## src/rtl/tile_cfg_pkg.sv

```systemverilog
// Shared types and sizing helpers for the tile bank configuration loader.
package tile_cfg_pkg;

    // Loader FSM states.
    typedef enum logic [2:0] {
        StIdle,
        StHdr,
        StFill,
        StSetup,
        StPulse,
        StHold,
        StFinish,
        StErr
    } state_e;

    // Header word layout: start row sits at bit 0, n_rows_m1 directly above it.
    localparam int unsigned HdrRowLsb = 0;

    function automatic int unsigned hdr_nrows_lsb(input int unsigned row_w);
        return HdrRowLsb + row_w;
    endfunction

    // Row index width; never zero so a single-row bank still gets a 1-bit counter.
    function automatic int unsigned calc_row_w(input int unsigned num_wl);
        return (num_wl > 1) ? $clog2(num_wl) : 1;
    endfunction

    // Number of stream words needed to fill one bitline row.
    function automatic int unsigned calc_chunks(input int unsigned num_bl,
                                                input int unsigned data_w);
        return (num_bl + data_w - 1) / data_w;
    endfunction

endpackage

```

## src/rtl/cfg_row_assembler.sv

```systemverilog
// Assembles one bitline row from DATA_W-wide chunks; bits past NUM_BL are dropped.
module cfg_row_assembler
    import tile_cfg_pkg::*;
#(
    parameter int unsigned NUM_BL = 1260,
    parameter int unsigned DATA_W = 32
) (
    input  logic              clk,
    input  logic              reset,
    input  logic              clear,
    input  logic              chunk_rst,
    input  logic              wr_en,
    input  logic [DATA_W-1:0] wr_data,
    output logic [NUM_BL-1:0] bl,
    output logic              last_chunk
);

    localparam int unsigned CHUNKS  = calc_chunks(NUM_BL, DATA_W);
    localparam int unsigned CHUNK_W = (CHUNKS > 1) ? $clog2(CHUNKS) : 1;

    logic [CHUNK_W-1:0] chunk_q, chunk_d;
    logic [NUM_BL-1:0]  bl_q, bl_d;

    assign last_chunk = (chunk_q == CHUNK_W'(CHUNKS - 1));
    assign bl         = bl_q;

    // Next chunk index: wraps after the final chunk so the next row starts at 0.
    always_comb begin
        chunk_d = chunk_q;
        if (clear || chunk_rst) begin
            chunk_d = '0;
        end else if (wr_en) begin
            chunk_d = last_chunk ? '0 : chunk_q + CHUNK_W'(1);
        end
    end

    // Next row contents: each bit takes its slot of the current chunk.
    always_comb begin
        bl_d = bl_q;
        if (clear) begin
            bl_d = '0;
        end else if (wr_en) begin
            for (int unsigned i = 0; i < NUM_BL; i++) begin
                if (CHUNK_W'(i / DATA_W) == chunk_q) begin
                    bl_d[i] = wr_data[i % DATA_W];
                end
            end
        end
    end

    // Chunk counter and row register.
    always_ff @(posedge clk) begin
        if (reset) begin
            chunk_q <= '0;
            bl_q    <= '0;
        end else begin
            chunk_q <= chunk_d;
            bl_q    <= bl_d;
        end
    end

endmodule

```

## src/rtl/tile_bank_cfg_loader.sv

```systemverilog
// Streams configuration rows into a tile bank: header, row chunks, one wordline pulse per row.
module tile_bank_cfg_loader
    import tile_cfg_pkg::*;
#(
    parameter int unsigned NUM_BL   = 1260,
    parameter int unsigned NUM_WL   = 64,
    parameter int unsigned DATA_W   = 32,
    parameter int unsigned WL_PULSE = 2
) (
    input  logic              clk,
    input  logic              reset,
    input  logic              start,
    input  logic              clear_all,
    input  logic              in_valid,
    input  logic [DATA_W-1:0] in_data,
    output logic              in_ready,
    output logic [NUM_BL-1:0] bl,
    output logic [NUM_WL-1:0] wl,
    output logic              busy,
    output logic              done,
    output logic              err
);

    localparam int unsigned ROW_W     = calc_row_w(NUM_WL);
    localparam int unsigned NROWS_LSB = hdr_nrows_lsb(ROW_W);
    localparam int unsigned PCNT_W    = (WL_PULSE > 1) ? $clog2(WL_PULSE) : 1;

    state_e            state_q, state_d;
    logic [ROW_W-1:0]  row_q, row_d;
    logic [ROW_W-1:0]  last_q, last_d;
    logic [PCNT_W-1:0] pcnt_q, pcnt_d;
    logic              clear_q, clear_d;
    logic              err_q, err_d;

    logic              asm_clear;
    logic              asm_chunk_rst;
    logic              asm_wr;
    logic              asm_last_chunk;

    logic [ROW_W-1:0]  hdr_row;
    logic [ROW_W-1:0]  hdr_nrows;
    logic [ROW_W:0]    hdr_last;

    assign hdr_row   = in_data[HdrRowLsb +: ROW_W];
    assign hdr_nrows = in_data[NROWS_LSB +: ROW_W];
    // One extra bit so an overflowing range is caught instead of wrapping.
    assign hdr_last  = {1'b0, hdr_row} + {1'b0, hdr_nrows};

    cfg_row_assembler #(
        .NUM_BL (NUM_BL),
        .DATA_W (DATA_W)
    ) u_row_assembler (
        .clk        (clk),
        .reset      (reset),
        .clear      (asm_clear),
        .chunk_rst  (asm_chunk_rst),
        .wr_en      (asm_wr),
        .wr_data    (in_data),
        .bl         (bl),
        .last_chunk (asm_last_chunk)
    );

    // Next-state logic and assembler control.
    always_comb begin
        state_d       = state_q;
        row_d         = row_q;
        last_d        = last_q;
        pcnt_d        = pcnt_q;
        clear_d       = clear_q;
        err_d         = err_q;
        asm_clear     = 1'b0;
        asm_chunk_rst = 1'b0;
        asm_wr        = 1'b0;

        unique case (state_q)
            StIdle: begin
                if (start) begin
                    err_d         = 1'b0;
                    clear_d       = clear_all;
                    asm_chunk_rst = 1'b1;
                    if (clear_all) begin
                        row_d     = '0;
                        last_d    = ROW_W'(NUM_WL - 1);
                        asm_clear = 1'b1;
                        state_d   = StSetup;
                    end else begin
                        state_d   = StHdr;
                    end
                end
            end
            StHdr: begin
                if (in_valid) begin
                    row_d = hdr_row;
                    if (hdr_last >= (ROW_W + 1)'(NUM_WL)) begin
                        err_d   = 1'b1;
                        state_d = StErr;
                    end else begin
                        last_d  = hdr_last[ROW_W-1:0];
                        state_d = StFill;
                    end
                end
            end
            StFill: begin
                if (in_valid) begin
                    asm_wr = 1'b1;
                    if (asm_last_chunk) begin
                        state_d = StSetup;
                    end
                end
            end
            StSetup: begin
                pcnt_d  = '0;
                state_d = StPulse;
            end
            StPulse: begin
                if (pcnt_q == PCNT_W'(WL_PULSE - 1)) begin
                    state_d = StHold;
                end else begin
                    pcnt_d = pcnt_q + PCNT_W'(1);
                end
            end
            StHold: begin
                if (row_q == last_q) begin
                    state_d = StFinish;
                end else begin
                    row_d   = row_q + ROW_W'(1);
                    state_d = clear_q ? StSetup : StFill;
                end
            end
            StFinish: state_d = StIdle;
            StErr:    state_d = StIdle;
            default:  state_d = StIdle;
        endcase
    end

    // Moore outputs; wordline is only ever driven for the current row during PULSE.
    always_comb begin
        wl       = '0;
        in_ready = (state_q == StHdr) || (state_q == StFill);
        busy     = (state_q != StIdle) && (state_q != StErr);
        done     = (state_q == StFinish);
        err      = err_q;
        if (state_q == StPulse) begin
            wl[row_q] = 1'b1;
        end
    end

    // State and control registers.
    always_ff @(posedge clk) begin
        if (reset) begin
            state_q <= StIdle;
            row_q   <= '0;
            last_q  <= '0;
            pcnt_q  <= '0;
            clear_q <= 1'b0;
            err_q   <= 1'b0;
        end else begin
            state_q <= state_d;
            row_q   <= row_d;
            last_q  <= last_d;
            pcnt_q  <= pcnt_d;
            clear_q <= clear_d;
            err_q   <= err_d;
        end
    end

endmodule

```

## config.mk

```make
export PLATFORM = sky130hd
export DESIGN_NAME = tile_bank_cfg_loader
export DESIGN_NICKNAME = d
export VERILOG_FILES = /design/src/rtl/tile_cfg_pkg.sv /design/src/rtl/cfg_row_assembler.sv /design/src/rtl/tile_bank_cfg_loader.sv
export SDC_FILE = /design/constraint.sdc
export NUM_CORES = 2
export LEC_CHECK = 0
export BUFFER_PORTS_ARGS = -buffer_cell sky130_fd_sc_hd__buf_2
export CORE_AREA = 4 4 526 528
export DETAILED_ROUTE_END_ITERATION = 7
export DIE_AREA = 0 0 530 532
export HOLD_SLACK_MARGIN = 0.05
export SLEW_MARGIN = 20
export SYNTH_ARGS = -nofsm -noshare
export SYNTH_HDL_FRONTEND = slang
export SYNTH_SLANG_ARGS = --single-unit
```

## constraint.sdc

```tcl
create_clock -name clk -period 3.31 [get_ports clk]
set_input_delay 0.1655 -clock clk [delete_from_list [all_inputs] [get_ports clk]]
set_output_delay 0.1655 -clock clk [all_outputs]
set_load 0.02 [all_outputs]
```

======== After elaboration in Yosys (flattened, before gate mapping) ========
Index checks and enable logic that the tools add are counted.
word-level totals
  word-level logic and storage cells ...... 207
  output and inout bits ................... 1,328
  input port bits ......................... 37
  register bits after elaboration ......... 1,284
operators by class
  magnitude comparators ................... 3
  eq/ne operators ......................... 58
  reduce and logical (&&, ||, !) cells .... 58
  multiplexer cells ....................... 37
  add/sub/neg operators ................... 4
operators with widths
  kind                 count
  $eq 5x6->1 const A   16
  $reduce_and 2->1     41
  $mux 64              1
  $mux 6               9
  $eq 4x6->1 const A   8
  $eq 6x6->1 const A   8
  $eq 3x6->1 const A   4
  $mux 3               7
  $pmux 3 s7           1
  $pmux 6 s3           1
  $ne 2x2->1 const B   8
  $reduce_and 5->1     3
  $mux 1               13
  $add 6x1->6 const B  2
  $eq 2x6->1 const A   2
  $eq 3x3->1 const B   4
  $pmux 6 s2           1
  $add 6x6->7          1
  $ge 7x7->1 const B   1
  $lt 6x7->1 const B   1
  $demux 1 s6          1
  $eq 1x6->1 const A   1
  $eq 3x2->1 const B   2
  $eq 6x6->1           1
  other kinds (16)     23

======== Depth between registers and ports, before layout ========
  word-level depth ........................ 5
  mapped depth ............................ 9

======== By module ========
A second synthesis with hierarchy kept.
unflattened totals
  cell total of the unflattened synthesis .. 4,568
  area, all modules ....................... 47,778.3 µm²
modules (own cells, without submodules)
  module                cells each  area an instance (µm²)  times used
  cfg_row_assembler     4,308       46,047.9                1
  tile_bank_cfg_loader  260         1,730.4                 1

======== Least setup slack after synthesis ========
Ideal clock, no wire load.
  kind .................................... input to register
  start point ............................. input in_data[0]
  end point ............................... register last_q[0]
  setup slack ............................. 1,438 ps
  data required time ...................... 3,149 ps
  arrival time ............................ 1,710 ps
  stages .................................. 7
  cells stage by stage .................... ha_1 fa_1 a21o_1 nand4_1 nand2_1 nor4_1 a221oi_1
on the way
  longest elaborated chain between the ends .. 4
  elaborated cells between the ends (all ways) .. 7
  classes of those cells .................. add/sub (1); order compare (1); eq/ne (1); mux (3); reduce/logical (1)
RTL lines
  element                                                                 RTL line                     source
  start: declaration                                                      tile_bank_cfg_loader.sv:15   input logic [DATA_W-1:0] in_data,
  $add 6x6->7 (*)                                                         tile_bank_cfg_loader.sv:47   assign hdr_last = {1'b0, hdr_row} + {1'b0, hdr_nrows};
  $ge 7x7->1 / $mux 6 (equally long branches)                             tile_bank_cfg_loader.sv:94   if (hdr_last >= (ROW_W + 1)'(NUM_WL)) begin
  $ne 2x2->1 (no source line) / $mux 6 (equally long branches)            --
  $reduce_and 5->1 (no source line) / $pmux 6 s2 (equally long branches)  --
  end signal: assignment                                                  tile_bank_cfg_loader.sv:160  last_q <= last_d;
  end: declaration                                                        tile_bank_cfg_loader.sv:30   logic [ROW_W-1:0] last_q, last_d;
Mark *: on every way between the ends. The rest lies on a longest branch, timed or not. The select of a mux whose other input is x is not followed.
A chain may end at the register's enable or synchronous reset.

======== Final worst setup path ========
  start point ............................. register state_q[1]
  end point ............................... output wl[51]
on the way
  longest elaborated chain between the ends .. 2
RTL lines
  element                   RTL line                     source
  start: declaration        tile_bank_cfg_loader.sv:28   state_e state_q, state_d;
  start signal: assignment  tile_bank_cfg_loader.sv:151  state_q <= StIdle;
  start signal: assignment  tile_bank_cfg_loader.sv:158  state_q <= state_d;
  $eq 3x3->1                tile_bank_cfg_loader.sv:143  if (state_q == StPulse) begin
  $mux 64                   tile_bank_cfg_loader.sv:143
  end: declaration          tile_bank_cfg_loader.sv:18   output logic [NUM_WL-1:0] wl,
No other way between the ends.

==> summary.txt <==
die height = 532 um
Slowest cell on crit path = nand3_1
RSZ-0062 raised after global routing = false
Vias = 46,340
PD cells = 569.4 mW/mm^2
H-tree Lvls = 4
GRT Util Overall = 16.85%
Residual DRC = 0
cells after synthesis = 5,960
Max VDD drop = 390.3 uV
die area = 0.2820 sq mm
Critical Path AT = 2690 ps
Post-synth top cells = 2,563 x nand2_1, 1,284 x dfxtp_1, 1,270 x a21oi_1
Reg clk slew, reported paths = 60 ps
status = complete, no violations
post_cts resized = 0
Final min period = 2856 ps
Nets = 7,193
Post-CTS Setup Repair Bufs = 0
Syn Std Cell Area = 0.04728 sq mm
Final Setup Violations = 0
setup slack, reg-to-reg = 600 ps
Synth Flop Type = dfxtp_1
Clock Skew = 61.72 ps
TNS Setup = 0 ps
RD Place Congestion = 0.7923
worst r2r path cells = 6
CP max stage delay = 390 ps
Post-synth ARST share = 0%
Reg-to-Reg End = u_row_assembler.bl[931]$_SDFFE_PP0P_
hold_sp = in_data[7]
Initial DRC Count = 4,533
global-route wire length before repair = 340,800 um
Cells on Worst Hold Path = 4
Hold Crit Class = primary input to register
synthesized net count = 6,009
Die Wd = 530 um
area share of the largest cell type after synthesis = 54.37%
cts bufs inserted = 151
total wire length = 253,500 um
CP Capture Type = output port
CTS root buf = clkbuf_16
CTS Sinks = 1,284
num rows = 192
worst-skew pair later-pin latency = 810 ps
Routed WL per cell = 23.33 um
number of global-route vias before repair = 42,680
clock tree buffer depth = 4
cells along the critical path = buf_4 -> nand2b_1 -> nor3_1 -> nand3_1 -> nor2_1 -> buf_2
final worst path period share = 86.27%
Seq/Total Area, Yosys = 54.37%
Distinct cells, synth = 56
TritonCTS clock tree = built
max cap viols = 0
top cells by area, synth = dfxtp_1 54%, nand2_1 20%, a21oi_1 13%
FMAX = 350.2 MHz
max_slew headroom = 17.64%
r2r startpoint = u_row_assembler.chunk_q[2]$_SDFFE_PP0P_
Hold Path End = u_row_assembler.bl[167]$_SDFFE_PP0P_
EDFF count, synth = 0
drt pass-1 iters = 5
largest area contributor in the netlist = dfxtp_1
initial core utilization = 17.35%
layout cells sized above 1 = 25.44%
WP data required = 3140 ps
Hold Fails Final Rpt = 0
area grow syn2layout = 32.04%
Layout Utilization = 22.92%
grt total ovfl = 0
Post-Syn Area per Cell = 7.933 sq um
Ports = 1,365
startpoint type of the worst setup path = register
Setup CP Type = register to output port
vias per std cell = 4.265
Static Leak = 24.60 nW
I/O Buffers = 1,364
area of the core = 0.2724 sq mm
worst-margin pin slew = 1235 ps
top-count cell post-synth = nand2_1
initial antenna violation count = 38
Final ANT Viol Nets = 0
Synth Register Bits = 1,284
largest net degree at the start of global routing = 128
Max Fanout on Critical Path = 20
final max-slew violation count = 0
Detail Placement HPWL = 170,200 um
Synth Warn # = 0
## sequential cells by signal, indices dropped and copies added, names as in the netlist
| register | count |
|---|---|
| u_row_assembler.bl | 1260 |
| state_q | 3 |
| row_q | 6 |
| u_row_assembler.chunk_q | 6 |
| err | 1 |
| clear_q | 1 |
| last_q | 6 |
| pcnt_q | 1 |
## worst max-delay path, delay by kind of cell, from the launching register on
family                 cells  cell delay (ps)
buffers and inverters      2              380
DFF                        1              310
and+or+nand+nor            4             1180
## cells by family (layout without fill, tap and decap cells)
logic type | count (synthesis) | after routing | share of synthesized area [%]
DFF | 1284 | 1284 | 54.37
xor gates and xnor gates | 16 | 16 | 0.2964
other | 0 | 18 | 0
adders and majority gates | 12 | 12 | 0.3335
buffers and inverters | 546 | 1845 | 7.130
and+or+nand+nor | 2788 | 2788 | 23.71
muxes | 5 | 5 | 0.1059
AOI/OAI and AO/OA | 1309 | 1309 | 14.06
## per-stage QoR
stage	instance area [sq um]	total power, W	instances	hold WS (ps)	setup WS [ps]
4_1_cts	62380	0.03587	10850	216.9	411.7
6_report	62430	0.03555	10870	313.1	454.4
2_1_floorplan	47280	0.01759	5960	312.7	1438
3_3_place_gp	56930	0.01884	10540	437.4	642.9
3_5_place_dp	56930	0.01884	10540	442.4	573.7
5_1_grt	62380	0.03663	10850	275.4	253.2
## area by class of cell
class,instances,area [sq um]
inverter,14,52.55
multi-input combinational,4130,18250
clock inverter,53,650.6
sequential,1284,25700
clock buffer,215,4349
fill,30230,210000
tap,3589,4491
antenna,18,45.04
timing repair buffer,1563,8889
## what timing repair did
| item | CTS | global route |
|---|---|---|
| setup endpoints to repair | 0 | 0 |
| hold buffers | 45 | 0 |
| endpoints found under the hold margin | 628 | 0 |
## placed cells by master, fill, tap and decap left out, types with 4 or more instances in the layout
cell           instances
dfxtp_1             1284
clkbuf_16            151
ha_1                  11
dlygate4sd3_1         45
nor2_1                96
nand2_8                5
nand3_1               14
clkbuf_1              31
buf_12                30
a21oi_1             1270
diode_2               18
buf_2               1332
nor3_2                 4
nand2_1             2551
o21ai_0                9
buf_4                156
bufinv_16              7
clkbuf_8              33
clkinvlp_4             5
nor2_4                39
nor2b_1                4
xor2_1                 9
nand2b_1               8
nand2_4               20
nand3b_1               6
xnor2_1                7
nor3_1                 4
a221oi_1               6
clkinv_2              20
clkinv_8               5
mux2i_1                5
nand2_2               12
inv_1                 14
clkinv_4               6
a21o_1                 5
## power breakdown
group	total, W	switching (W)	internal, W
clock network	0.0170	0.00715	0.00981
logic	0.00296	0.00233	0.000624
registers	0.0156	0.0000799	0.0156
total	0.0355	0.00956	0.0260
## worst max path at each step
stage | from | to | slack, ps | depth (start not counted)
after global routing | state_q[1]$_SDFFE_PP0P_ | wl[3] | 250 | 6
final | state_q[1]$_SDFFE_PP0P_ | wl[51] | 450 | 6
after global placement | u_row_assembler.chunk_q[2]$_SDFFE_PP0P_ | u_row_assembler.bl[941]$_SDFFE_PP0P_ | 640 | 6
after CTS | state_q[1]$_SDFFE_PP0P_ | wl[51] | 410 | 6
after floorplan | in_data[0] | last_q[0]$_SDFFE_PP0P_ | 1440 | 7
after detailed placement | u_row_assembler.chunk_q[2]$_SDFFE_PP0P_ | u_row_assembler.bl[931]$_SDFFE_PP0P_ | 570 | 6
## layer usage
layer	part of all wire [%]	up-vias	global-route usage, %
met5	0	-	0
met3	10	518	4.679
met1	39	21760	20.38
met2	45	2657	27.41
li1	-	21410	-
met4	5.2	0	8.227
No activity file was read; power rests on OpenSTA's default activity.
